===== src/rtl/i2c_target_responder_if.sv =====
// I2C target bus bundle.
// Purpose: groups the raw bus inputs and the target's outputs so the
// responder and its environment share one connection point.
// Signals:
//   scl_in, sda_in : raw bus lines (asynchronous to the system clock)
//   sda_oe         : 1 pulls SDA low, 0 releases it (open drain)
//   wr_strobe      : one-cycle pulse per byte written into the bank
//   wr_addr/wr_data: register address and data of that write
//   busy           : high from an addressed START until STOP
`timescale 1ns/1ps
interface i2c_target_responder_if;
  logic       scl_in;
  logic       sda_in;
  logic       sda_oe;
  logic       wr_strobe;
  logic [7:0] wr_addr;
  logic [7:0] wr_data;
  logic       busy;

  modport slave (
    input  scl_in, sda_in,
    output sda_oe, wr_strobe, wr_addr, wr_data, busy
  );

  modport master (
    output scl_in, sda_in,
    input  sda_oe, wr_strobe, wr_addr, wr_data, busy
  );
endinterface


===== src/rtl/i2c_target_responder.sv =====
// I2C target emulating a BMP280-style device for exercising an on-chip
// I2C master. Answers at DEV_ADDR, serves a read-only chip ID and a
// 16-entry read/write register bank with an auto-incrementing pointer.
// Ports:
//   FPGA_CLK1_50 : system clock, all logic runs on it
//   reset        : asynchronous, active-high
//   bus          : slave side of i2c_target_responder_if (scl_in/sda_in in;
//                  sda_oe, wr_strobe, wr_addr, wr_data, busy out)
`timescale 1ns/1ps
module i2c_target_responder #(
  parameter logic [6:0] DEV_ADDR     = 7'h77,
  parameter logic [7:0] CHIP_ID_ADDR = 8'hD0,
  parameter logic [7:0] CHIP_ID      = 8'h58,
  parameter logic [7:0] BANK_BASE    = 8'hF0
) (
  input  logic FPGA_CLK1_50,
  input  logic reset,
  i2c_target_responder_if.slave bus
);

  typedef enum logic [3:0] {
    IDLE, ADDR, ADDR_ACK, PTR, PTR_ACK, WDATA, WDATA_ACK,
    RDATA, RDATA_ACK, IGNORE
  } state_t;

  function automatic logic in_bank(input logic [7:0] a);
    return a[7:4] == BANK_BASE[7:4];
  endfunction

  function automatic logic [7:0] read_value(input logic [7:0] a,
                                            input logic [7:0] entry);
    if (a == CHIP_ID_ADDR) return CHIP_ID;
    else if (in_bank(a))   return entry;
    else                   return 8'h00;
  endfunction

  // Synchronisers: two flops per line plus a previous-value flop for edges.
  // Reset to the idle-bus level so leaving reset never looks like an edge.
  logic [1:0] scl_sync_q, sda_sync_q;
  logic       scl_prev_q, sda_prev_q;

  always_ff @(posedge FPGA_CLK1_50 or posedge reset) begin
    if (reset) begin
      scl_sync_q <= 2'b11;
      sda_sync_q <= 2'b11;
      scl_prev_q <= 1'b1;
      sda_prev_q <= 1'b1;
    end else begin
      scl_sync_q <= {scl_sync_q[0], bus.scl_in};
      sda_sync_q <= {sda_sync_q[0], bus.sda_in};
      scl_prev_q <= scl_sync_q[1];
      sda_prev_q <= sda_sync_q[1];
    end
  end

  logic scl_s, sda_s, scl_rise, scl_fall, sda_rise, sda_fall, start_det, stop_det;
  assign scl_s     = scl_sync_q[1];
  assign sda_s     = sda_sync_q[1];
  assign scl_rise  =  scl_s & ~scl_prev_q;
  assign scl_fall  = ~scl_s &  scl_prev_q;
  assign sda_rise  =  sda_s & ~sda_prev_q;
  assign sda_fall  = ~sda_s &  sda_prev_q;
  assign start_det = sda_fall & scl_s;
  assign stop_det  = sda_rise & scl_s;

  state_t     state_q, state_d;
  logic [3:0] bitcnt_q, bitcnt_d;
  logic [7:0] shift_q, shift_d, tx_q, tx_d, ptr_q, ptr_d;
  logic [7:0] wr_addr_q, wr_addr_d, wr_data_q, wr_data_d;
  logic       rw_q, rw_d, ack_due_q, ack_due_d, sda_oe_q, sda_oe_d;
  logic       busy_q, busy_d, wr_strobe_q, wr_strobe_d;
  logic [7:0] bank_q [16];
  logic       bank_we;
  logic [7:0] shift_nx, ptr_inc, rd_cur, rd_nxt;

  assign shift_nx = {shift_q[6:0], sda_s};
  assign ptr_inc  = ptr_q + 8'd1;
  assign rd_cur   = read_value(ptr_q,   bank_q[ptr_q[3:0]]);
  assign rd_nxt   = read_value(ptr_inc, bank_q[ptr_inc[3:0]]);

  always_comb begin
    state_d     = state_q;
    bitcnt_d    = bitcnt_q;
    shift_d     = shift_q;
    tx_d        = tx_q;
    ptr_d       = ptr_q;
    rw_d        = rw_q;
    ack_due_d   = ack_due_q;
    sda_oe_d    = sda_oe_q;
    busy_d      = busy_q;
    wr_strobe_d = 1'b0;
    wr_addr_d   = wr_addr_q;
    wr_data_d   = wr_data_q;
    bank_we     = 1'b0;

    // Bus conditions override whatever bit-level work this cycle would do.
    if (stop_det) begin
      state_d   = IDLE;
      sda_oe_d  = 1'b0;
      busy_d    = 1'b0;
      ack_due_d = 1'b0;
    end else if (start_det) begin
      state_d   = ADDR;
      bitcnt_d  = 4'd0;
      sda_oe_d  = 1'b0;
      ack_due_d = 1'b0;
    end else begin
      unique case (state_q)
        ADDR, PTR, WDATA: begin
          // After the 8th rise the ACK is owed but only driven on the next
          // fall, so SDA never moves while SCL is high.
          if (ack_due_q) begin
            if (scl_fall) begin
              sda_oe_d  = 1'b1;
              ack_due_d = 1'b0;
              state_d   = (state_q == ADDR) ? ADDR_ACK :
                          (state_q == PTR)  ? PTR_ACK  : WDATA_ACK;
            end
          end else if (scl_rise) begin
            shift_d  = shift_nx;
            bitcnt_d = bitcnt_q + 4'd1;
            if (bitcnt_q == 4'd7) begin
              bitcnt_d  = 4'd0;
              ack_due_d = 1'b1;
              if (state_q == ADDR) begin
                if (shift_nx[7:1] == DEV_ADDR) begin
                  busy_d = 1'b1;
                  rw_d   = shift_nx[0];
                end else begin
                  ack_due_d = 1'b0;
                  state_d   = IGNORE;
                end
              end else if (state_q == PTR) begin
                ptr_d = shift_nx;
              end else begin
                if (in_bank(ptr_q)) begin
                  bank_we     = 1'b1;
                  wr_strobe_d = 1'b1;
                  wr_addr_d   = ptr_q;
                  wr_data_d   = shift_nx;
                end
                ptr_d = ptr_inc;
              end
            end
          end
        end
        ADDR_ACK: if (scl_fall) begin
          if (rw_q) begin
            state_d  = RDATA;
            tx_d     = rd_cur;
            sda_oe_d = ~rd_cur[7];
            bitcnt_d = 4'd1;
          end else begin
            state_d  = PTR;
            sda_oe_d = 1'b0;
            bitcnt_d = 4'd0;
          end
        end
        PTR_ACK, WDATA_ACK: if (scl_fall) begin
          state_d  = WDATA;
          sda_oe_d = 1'b0;
          bitcnt_d = 4'd0;
        end
        RDATA: if (scl_fall) begin
          // bitcnt counts bits already driven; the fall after bit 0 releases.
          if (bitcnt_q == 4'd8) begin
            sda_oe_d = 1'b0;
            state_d  = RDATA_ACK;
          end else begin
            sda_oe_d = ~tx_q[3'd7 - bitcnt_q[2:0]];
            bitcnt_d = bitcnt_q + 4'd1;
          end
        end
        RDATA_ACK: if (scl_rise) begin
          if (!sda_s) begin
            ptr_d    = ptr_inc;
            tx_d     = rd_nxt;
            bitcnt_d = 4'd0;
            state_d  = RDATA;
          end else begin
            sda_oe_d = 1'b0;
            state_d  = IGNORE;
          end
        end
        default: ;
      endcase
    end
  end

  always_ff @(posedge FPGA_CLK1_50 or posedge reset) begin
    if (reset) begin
      state_q     <= IDLE;
      bitcnt_q    <= 4'd0;
      shift_q     <= 8'h00;
      tx_q        <= 8'h00;
      ptr_q       <= 8'h00;
      rw_q        <= 1'b0;
      ack_due_q   <= 1'b0;
      sda_oe_q    <= 1'b0;
      busy_q      <= 1'b0;
      wr_strobe_q <= 1'b0;
      wr_addr_q   <= 8'h00;
      wr_data_q   <= 8'h00;
    end else begin
      state_q     <= state_d;
      bitcnt_q    <= bitcnt_d;
      shift_q     <= shift_d;
      tx_q        <= tx_d;
      ptr_q       <= ptr_d;
      rw_q        <= rw_d;
      ack_due_q   <= ack_due_d;
      sda_oe_q    <= sda_oe_d;
      busy_q      <= busy_d;
      wr_strobe_q <= wr_strobe_d;
      wr_addr_q   <= wr_addr_d;
      wr_data_q   <= wr_data_d;
    end
  end

  always_ff @(posedge FPGA_CLK1_50 or posedge reset) begin
    if (reset) begin
      for (int i = 0; i < 16; i++) bank_q[i] <= 8'h00;
    end else if (bank_we) begin
      bank_q[ptr_q[3:0]] <= shift_nx;
    end
  end

  assign bus.sda_oe    = sda_oe_q;
  assign bus.busy      = busy_q;
  assign bus.wr_strobe = wr_strobe_q;
  assign bus.wr_addr   = wr_addr_q;
  assign bus.wr_data   = wr_data_q;

endmodule


===== src/flat_wrapper.sv =====
// flat-port wrapper written by rule: the top's interface ports become plain ports
module i2c_target_responder_flat 
#(
  parameter logic [6:0] DEV_ADDR     = 7'h77,
  parameter logic [7:0] CHIP_ID_ADDR = 8'hD0,
  parameter logic [7:0] CHIP_ID      = 8'h58,
  parameter logic [7:0] BANK_BASE    = 8'hF0
)
  (FPGA_CLK1_50, reset, bus_scl_in, bus_sda_in, bus_sda_oe, bus_wr_strobe, bus_wr_addr, bus_wr_data, bus_busy);
  i2c_target_responder_if bus_i ();
  input  logic FPGA_CLK1_50;
  input  logic reset;
  input wire logic [$bits(bus_i.scl_in)-1:0] bus_scl_in;
  input wire logic [$bits(bus_i.sda_in)-1:0] bus_sda_in;
  output wire logic [$bits(bus_i.sda_oe)-1:0] bus_sda_oe;
  output wire logic [$bits(bus_i.wr_strobe)-1:0] bus_wr_strobe;
  output wire logic [$bits(bus_i.wr_addr)-1:0] bus_wr_addr;
  output wire logic [$bits(bus_i.wr_data)-1:0] bus_wr_data;
  output wire logic [$bits(bus_i.busy)-1:0] bus_busy;
  assign bus_i.scl_in = bus_scl_in;
  assign bus_i.sda_in = bus_sda_in;
  assign bus_sda_oe = bus_i.sda_oe;
  assign bus_wr_strobe = bus_i.wr_strobe;
  assign bus_wr_addr = bus_i.wr_addr;
  assign bus_wr_data = bus_i.wr_data;
  assign bus_busy = bus_i.busy;
  i2c_target_responder #(.DEV_ADDR(DEV_ADDR), .CHIP_ID_ADDR(CHIP_ID_ADDR), .CHIP_ID(CHIP_ID), .BANK_BASE(BANK_BASE)) u_core (.FPGA_CLK1_50(FPGA_CLK1_50), .reset(reset), .bus(bus_i));
endmodule

===== config.mk =====
export PLATFORM = sky130hd
export DESIGN_NAME = i2c_target_responder_flat
export DESIGN_NICKNAME = d
export VERILOG_FILES = /design/src/rtl/i2c_target_responder_if.sv /design/src/rtl/i2c_target_responder.sv /design/src/flat_wrapper.sv
export SDC_FILE = /design/constraint.sdc
export NUM_CORES = 1
export LEC_CHECK = 0
export ABC_AREA = 1
export CORE_ASPECT_RATIO = 1.25
export CORE_UTILIZATION = 50
export DETAILED_ROUTE_END_ITERATION = 7
export GPL_TIMING_DRIVEN = 0
export PLACE_DENSITY = 0.65
export SYNTH_ARGS = -nofsm -noshare
export SYNTH_HDL_FRONTEND = slang
export SYNTH_SLANG_ARGS = --single-unit

===== constraint.sdc =====
create_clock -name FPGA_CLK1_50 -period 7.2 [get_ports FPGA_CLK1_50]
set_input_delay 0.72 -clock FPGA_CLK1_50 [delete_from_list [all_inputs] [get_ports FPGA_CLK1_50]]
set_output_delay 0.72 -clock FPGA_CLK1_50 [all_outputs]
set_load 0.01 [all_outputs]

; Word-level counts from Yosys, hierarchy flattened
; Index checks and enable logic that the tools add are counted.
[word_totals]
reg_bits = 186
inputBits = 4
output_inout_bits = 19
word_cells = 222
[op_classes]
n_addsub = 3
order_cmp = 4
eq_ne = 46
n_mux = 96
n_bitwise = 19
reduce_logical = 22
[op_table]
columns = operator, count
row1 = 2-to-1 mux 8 bit, 20
row2 = bitwise mux 128 bit, 1
row3 = 2-to-1 mux 4 bit, 25
row4 = binary-select mux 8 bit (select 4 bit), 2
row5 = one-hot mux 4 bit (5 select lines), 2
row6 = 2-to-1 mux 1 bit, 39
row7 = demux 8 bit (select 4 bit), 1
row8 = inequality test 4 x 1 -> 1 bit (second input constant), 8
row9 = one-hot mux 8 bit (2 select lines), 2
row10 = == test 4 x 3 -> 1 bit (second input constant), 5
row11 = AND reduction 9 bit, 2
row12 = == test 4 bit (second input constant), 4
row13 = == test 8 bit (second input constant), 2
row14 = AND reduction 8 bit, 2
row15 = inequality test 3 x 1 -> 1 bit (second input constant), 5
row16 = inequality test 5 x 1 -> 1 bit (second input constant), 3
row17 = AND reduction 7 bit, 2
row18 = nonzero test 2 bit, 7
row19 = inequality test 2 x 1 -> 1 bit (second input constant), 6
row20 = inverter 1 bit, 11
row21 = AND reduction 11 bit, 1
row22 = >= comparator 5 bit (second input constant), 2
row23 = inequality test 5 x 2 -> 1 bit (second input constant), 2
row24 = inverter 4 -> 5 bit, 2
row25 = other kinds (24), 34

; Longest topological paths before layout
; Gate-level depths: netlist (run 1).
[depth]
depth_word = 12
ltp_mapped = 16
ltp_nobuf = 13

; Least setup slack after synthesis (run 1)
; No wires, ideal clock.
[synth_timing]
path_type = register to register
start = register u_core.ptr_q[0]
end = register u_core.tx_q[0]
setup_ns = 0.117
arrival_ns = 2.514
required_ns = 7.083
setup_slack_ns = 4.568
path_stages_with_launch = 15
n_path_buf = 5
period_less_slack_ns = 2.632
path_cell_list = dfrtp_1 > clkbuf_1 > inv_1 > clkbuf_1 > clkbuf_1 > ha_1 > clkbuf_1 > clkbuf_1 > nand3_1 > nand3_1 > nand3_1 > nand3_1 > nor2_1 > nor2_1 > nor2_1
[synth_between]
elab_chain_len = 10
word_cells_on_any_way = 21
classes_between = add/sub (1) / eq/ne (3) / mux (15) / bitwise (2)
[synth_rtl]
columns = item, line_no
row1 = "start, declared", i2c_target_responder.sv:68  ; logic [7:0] shift_q, shift_d, tx_q, tx_d, ptr_q, ptr_d;
row2 = "start signal, assigned", i2c_target_responder.sv:209  ; ptr_q <= ptr_d;
row3 = adder 8 x 1 -> 8 bit, i2c_target_responder.sv:77  ; assign ptr_inc = ptr_q + 8'd1;
row4 = inverter 4 -> 5 bit (implied by the code), i2c_target_responder.sv:79  ; assign rd_nxt = read_value(ptr_inc, bank_q[ptr_inc[3:0]]);
row5 = binary-select mux 8 bit (select 4 bit), i2c_target_responder.sv:79
row6 = 2-to-1 mux 8 bit (implied by the code) (2 in a row), i2c_target_responder.sv:79
row7 = 2-to-1 mux 8 bit, i2c_target_responder.sv:33  ; else if (in_bank(a)) return entry;
row8 = 2-to-1 mux 8 bit, i2c_target_responder.sv:32  ; if (a == CHIP_ID_ADDR) return CHIP_ID;
row9 = 2-to-1 mux 8 bit, i2c_target_responder.sv:175  ; if (!sda_s) begin
row10 = 2-to-1 mux 8 bit, i2c_target_responder.sv:174  ; RDATA_ACK: if (scl_rise) begin
row11 = one-hot mux 8 bit (2 select lines) *, i2c_target_responder.sv:108  ; unique case (state_q)
row12 = "end signal, assigned", i2c_target_responder.sv:208  ; tx_q <= tx_d;
row13 = "end, declared", i2c_target_responder.sv:68
; Mark *: on every way between the ends. The rest lies on a longest branch, timed or not. The select of a mux whose other input is x is not followed.
; A chain may end at the register's enable or synchronous reset.

; Final worst setup path (run 1)
[layout_timing]
start = register u_core.ptr_q[0]
end = register u_core.tx_q[1]
; Same word-level chain as after synthesis.

==> key figures, run 1 <==
Outcome
  • Run status: completed

Floorplan
  • Core Area: 21000 um2
  • Starting density of the core: between 50% and 60%
  • IO Count: 23
  • Die area: about 22000 um2
  • Die height: about 170 um
  • Die X: 133 um
  • Floorplan row count: between 50 and 60

Cells and area
  • Commonest non-fill, non-tap cells in the layout: nand2_1 (553), dfrtp_1 (180), nand3_1 (176)
  • Layout Nets: approximately 1600
  • ANT cells: 0
  • Share of layout cells above drive strength 1: 6.28%
  • P&R area growth vs syn: 11.1%
  • Commonest non-fill, non-tap cell in the layout: nand2_1

Clocking
  • Post_cts resized: 0
  • Worst-path clk slew: approximately 0.08 ns
  • Clock buffer depth: 2
  • CTS Buf Count: 17
  • Cts hold-fix bufs: 0
  • CTS Root Cell: clkbuf_16
  • H-tree depth: 4
  • Setup Buffers After CTS: 0
  • CTS tree: yes
  • Worst-Skew Late Latency: 0.45 ns
  • Clk sinks: around 190

Logic synthesis
  • Part of the Yosys area used for sequential elements: between 40% and 50%
  • Synth Register Bits: about 190
  • Post-Syn Nets: 1550
  • Syn_area_per_cell: between 6 and 7 um2
  • Cell count after synthesis: roughly 1500
  • Count of cell types in the netlist: 37
  • Synthesized area: 10700 um2
  • Biggest area consumer among synthesized cells: dfrtp_1
  • Syn. warnings: 0
  • Top-area cell type share of the netlist area: a little over two fifths
  • Synth top area cells: dfrtp_1 (42%), nand2_1 (19%), nand3_1 (8.2%)

Critical path
  • Crit path launch type: flop
  • Crit Path Category: flop to flop
  • Crit-path max FO: 11
  • CP Capture Type: flop
  • FF-to-FF Start: u_core.ptr_q[0]
  • Reg-to-Reg End: u_core.tx_q[1]
  • Reg2Reg Depth: 14
  • Worst EP arrival: about 4.6 ns
  • Critical Path RT: between 7 and 8 ns
  • Reg-to-reg slack, setup: between 2 and 3 ns

Hold path
  • Worst Hold Class: flop to flop
  • Hold path start: u_core.sda_sync_q[0]
  • Hold EP: u_core.sda_sync_q[1]
  • WHS Path Cells: 0

STA
  • Slew headroom: a little under two fifths
  • Worst slew pin tran: ~0.94 ns
  • Clock Skew: roughly 0.013 ns
  • Setup-failing EPs final: 0
  • Fin. max-slew vios: 0
  • Final Hold Vio Count: 0
  • Final period utilization: roughly 60%
  • Final min period: between 4 and 5 ns
  • Max Clk Rate: 237 MHz
  • Unrepaired setup endpoints after global routing: no
  • Hold_ws: around 0.36 ns
  • Worst setup margin: between 2 and 3 ns

Power and ir drop
  • Power per standard cell area: ~360 nW/um2
  • Leak pwr: 5.96 nW
  • Worst vdd ir: roughly 0.25 mV

Drt
  • Vias: approximately 11000
  • Avg Vias per Cell: between 5 and 6
  • First DRT Iteration DRCs: 975
  • Final WL: around 40000 um
  • Drt first pass iters: 6
  • Drt wl/cell: around 21 um
  • Drc violations: 0
  • Antenna violation net count after detailed routing: 0

Place
  • Post-DP HPWL: 29300 um
  • Port buffer count: 22
  • Pre-CTS WS: a little over 3 ns
  • Gpl congestion: 0.962

GRT
  • First-pass GRT wire length: ~61000 um
  • Vias in the first global route: approximately 10000
  • GRT overflow: 0
  • Overall Global Routing Usage: around 38%
  • Initial antenna violation count: 0
  • Pin count of the biggest net entering global routing: between 100 and 150

Job
  • Max-cap violations: 0
-- cell families after synthesis --
kind of cell / synth area share [%]
and+or+nand+nor: 34.1
AOI/OAI and AO/OA: 12.3
buffers and inverters: 9.15
adders and majority gates: 0.816
DFF: 43.4
xor gates and xnor gates: 0.163
-- worst max-delay path, cell delays in order (launching register included) --
cell      delay (ns)
dfrtp_1         0.44
clkbuf_1        0.21
inv_1           0.15
clkbuf_1        0.35
clkbuf_1        0.70
ha_1            0.31
clkbuf_1        0.53
clkbuf_1        0.55
nand3_1         0.18
nand3_1         0.21
nand3_1         0.10
nand3_1         0.15
nor2_1          0.06
nor2_1          0.14
nor2_1          0.05
-- cell type report --
type,count,area [um2]
buffer,82,408
clock buffer,18,439
clock inverter,13,151
fill,2054,9050
inverter,153,582
multi-input combinational,1118,5090
sequential,186,4660
tap,274,343
timing repair buffer,23,248
-- stage by stage --
step / util, % / total power (W) / instances / setup TNS (ns) / cell area [um2]
finish: 56.9 / 0.00429 / 1867 / 0 / 11900
detailed placement: 54.0 / 0.00325 / 1836 / 0 / 11300
floorplan: - / 0.00251 / 1539 / 0 / 10700
global route: 56.9 / 0.00452 / 1867 / 0 / 11900
global placement: 53.9 / 0.00325 / 1835 / -184.64 / 11300
CTS: 56.9 / 0.00422 / 1867 / 0 / 11900
-- report_power, final --
group / switching (W) / internal [W]
clock: 0.000476 / 0.000503
combinational: 0.00157 / 0.000520
sequential: 0.0000918 / 0.00112
total: 0.00214 / 0.00214
-- flip-flops by register name, indices dropped and copies added, names as in the netlist, 2 cells and up --
| name | count |
|---|---|
| u_core.scl_sync_q | 2 |
| u_core.bank_q | 128 |
| u_core.shift_q | 7 |
| u_core.bitcnt_q | 4 |
| u_core.tx_q | 8 |
| u_core.bus.wr_data | 8 |
| u_core.bus.wr_addr | 8 |
| u_core.sda_sync_q | 2 |
| u_core.ptr_q | 8 |
| u_core.state_q | 4 |
-- cell usage after synthesis --
library cell	n
a21boi_0	1
a21oi_1	19
a31o_2	1
a41oi_1	1
and3_1	1
buf_1	4
buf_2	8
buf_4	2
buf_6	11
clkbuf_1	57
clkinv_1	3
dfrtp_1	180
dfstp_2	6
ha_1	7
inv_1	146
inv_2	4
nand2_1	553
nand2_2	7
nand2_4	9
nand3_1	176
nand3_4	2
nand3b_1	1
nand4_1	6
nor2_1	86
nor2_2	2
nor2_4	2
nor2_8	3
nor3_1	5
o2111ai_1	1
o211ai_1	9
o21ai_0	113
o21ai_1	99
o21ai_2	6
o21bai_1	1
o31ai_1	1
or2_2	4
xor2_1	2
-- routing by layer --
| metal | up-vias | wire, um | track usage (%) |
|---|---|---|---|
| met4 | 0 | 1900 | 19.6 |
| met1 | 4982 | 16100 | 48.0 |
| li1 | 4995 | - | - |
| met2 | 486 | 19100 | 61.5 |
| met5 | - | 0 | 0 |
| met3 | 91 | 2770 | 5.49 |
-- worst max-delay path by stage --
stage	from	end	slack (ns)	cells after the start
4_1_cts	u_core.ptr_q[0]	u_core.tx_q[1]	3.08	14
6_report	u_core.ptr_q[0]	u_core.tx_q[1]	2.98	14
3_3_place_gp	reset	u_core.bitcnt_q[1]	-1.05	2
5_1_grt	u_core.ptr_q[0]	u_core.tx_q[1]	2.77	14
3_5_place_dp	u_core.ptr_q[0]	u_core.tx_q[1]	3.09	14
2_1_floorplan	reset	u_core.ack_due_q	1.43	1
No activity file was read; power rests on OpenSTA's default activity.
==> run 2: changes to the inputs <==
Clock period 7.2 ns to 4.15 ns, I/O delays scaled along.
==> run 2 against run 1 <==
Effect of this change: wire length increased by 2.3%; cell count rose by 0.27%; register-to-register slack got worse by 2.7 ns; fmax rose by 7.7%; first-iteration DRC count is 35% higher; clock power up 75%; largest power group unchanged; global-route usage up 0.46 points.
==> key figures, run 2 (synthesized netlist as in run 1, its figures left out) <==
Drt
  • Drt first pass iters: 8
  • Final WL: 40800 um
  • Antenna violation net count after detailed routing: 0
  • Avg Vias per Cell: about 5.7
  • Drc violations: 0
  • First DRT Iteration DRCs: approximately 1300
  • Vias: 10700
  • Drt wl/cell: 21.8 um

Cells and area
  • Share of layout cells above drive strength 1: 6.82%
  • Max reg flops: 128
  • ANT cells: 0
  • Post-layout instance area: between 10000 and 15000 um2
  • P&R area growth vs syn: 11.8%
  • Largest Register: u_core.bank_q
  • Commonest non-fill, non-tap cells in the layout: nand2_1 (553), dfrtp_1 (180), nand3_1 (176)
  • Layout Nets: between 1500 and 2000
  • Commonest non-fill, non-tap cell in the layout: nand2_1

GRT
  • First-pass GRT wire length: 61300 um
  • Pin count of the biggest net entering global routing: 42
  • GRT overflow: 0
  • Overall Global Routing Usage: 38.0%
  • Vias in the first global route: between 9000 and 10000
  • Initial antenna violation count: 0

Place
  • Post-DP HPWL: slightly above 30000 um
  • Pre-CTS WS: -0.0219 ns
  • Port buffer count: 22
  • Area after DPL: between 10000 and 15000 um2
  • Gpl congestion: approximately 1

Clocking
  • H-tree depth: 4
  • Clk sinks: between 150 and 200
  • CTS Root Cell: clkbuf_16
  • CTS tree: yes
  • Worst-Skew Late Latency: 0.46 ns
  • Clock buffer depth: 2
  • CTS Buf Count: 17
  • Cts hold-fix bufs: 0
  • Worst-path clk slew: around 0.080 ns

Critical path
  • FF-to-FF Start: u_core.ptr_q[1]
  • Critical Path RT: around 4.5 ns
  • Setup crit start: u_core.ptr_q[1]
  • Reg-to-reg slack, setup: ~0.23 ns
  • Reg2Reg Depth: 13
  • Crit-path max FO: 11
  • Worst EP arrival: ~4.3 ns
  • Crit Path Category: flop to flop
  • Crit path launch type: flop
  • CP Capture Type: flop

STA
  • Fin. max-slew vios: 0
  • Setup-failing EPs final: 0
  • Max Clk Rate: approximately 260 MHz
  • Final period utilization: between 90% and 100%
  • Clock Skew: between 0.01 and 0.015 ns
  • Worst setup margin: ~0.23 ns
  • Final Hold Vio Count: 0
  • Unrepaired setup endpoints after global routing: no
  • Final min period: around 3.9 ns
  • Slew headroom: 39.5%
  • Hold_ws: between 0.2 and 0.3 ns
  • Worst slew pin tran: about 0.91 ns

Floorplan
  • Die area: between 20000 and 25000 um2
  • Starting density of the core: between 50 and 60%
  • Core Area: about 21000 um2
  • Floorplan row count: 59
  • IO Count: 23
  • Die X: between 100 and 150 um
  • Die height: 166 um

Job
  • Max-cap violations: 0

Hold path
  • Worst Hold Class: input pin to asynchronous set/reset pin

Power and ir drop
  • Power per standard cell area: between 600 and 700 nW/um2
  • Leak pwr: between 5 and 6 nW
  • Worst vdd ir: roughly 0.32 mV

Outcome
  • Run status: completed
run 2: worst paths after layout:
kind | to
max in group asynchronous | u_core.bank_q[72]
worst min register to register | u_core.scl_sync_q[1]
worst max-delay path | u_core.tx_q[1]
worst min-delay path | u_core.bank_q[27]
worst max register to register | u_core.tx_q[1]
min in group FPGA_CLK1_50 | u_core.scl_sync_q[1]
run 2: per-layer routing:
metal / wire length [um] / vias up / GRT usage, %
met5: 0 / - / 0
met4: 2280 / 0 / 20.6
met3: 3080 / 119 / 4.91
met2: 19100 / 522 / 60.8
met1: 16300 / 5092 / 50.0
li1: - / 5014 / -
run 2: through the flow:
stage | TNS, ns | instances | utilization [%] | power, W
2_1_floorplan | 0 | 1539 | - | 0.00435
5_1_grt | 0 | 1872 | 57.2 | 0.00784
6_report | 0 | 1872 | 57.2 | 0.00749
3_5_place_dp | -0.0219 | 1840 | 54.4 | 0.00567
4_1_cts | 0 | 1872 | 57.2 | 0.00738
3_3_place_gp | -28.44 | 1835 | 53.9 | 0.00565
run 2: worst max-delay path, cell delays in order (launching register included):
cell	delay, ns
dfrtp_1	0.41
clkbuf_1	0.37
clkinv_1	0.42
clkbuf_2	0.42
ha_1	0.42
clkbuf_1	0.51
clkbuf_2	0.40
nand3_1	0.17
nand3_1	0.18
nand3_1	0.10
nand3_1	0.16
nor2_1	0.06
nor2_1	0.13
nor2_1	0.05
run 2: power by group:
| part | switching [W] | internal (W) |
|---|---|---|
| Combinational | 0.00275 | 0.000914 |
| Clock | 0.000841 | 0.000871 |
| Sequential | 0.000167 | 0.00195 |
| Total | 0.00376 | 0.00373 |
run 2: layout make-up:
type | instances | area [um2]
multi-input combinational | 1118 | 5090
sequential | 186 | 4660
inverter | 153 | 578
clock inverter | 14 | 156
timing repair buffer | 27 | 320
clock buffer | 18 | 439
buffer | 82 | 413
fill | 2069 | 8970
tap | 274 | 343
run 2: timing repair:
action                                  4_1_cts  5_1_grt
endpoints found under the setup margin        1        8
gates resized for setup                       2        5
buffers inserted                              0        0
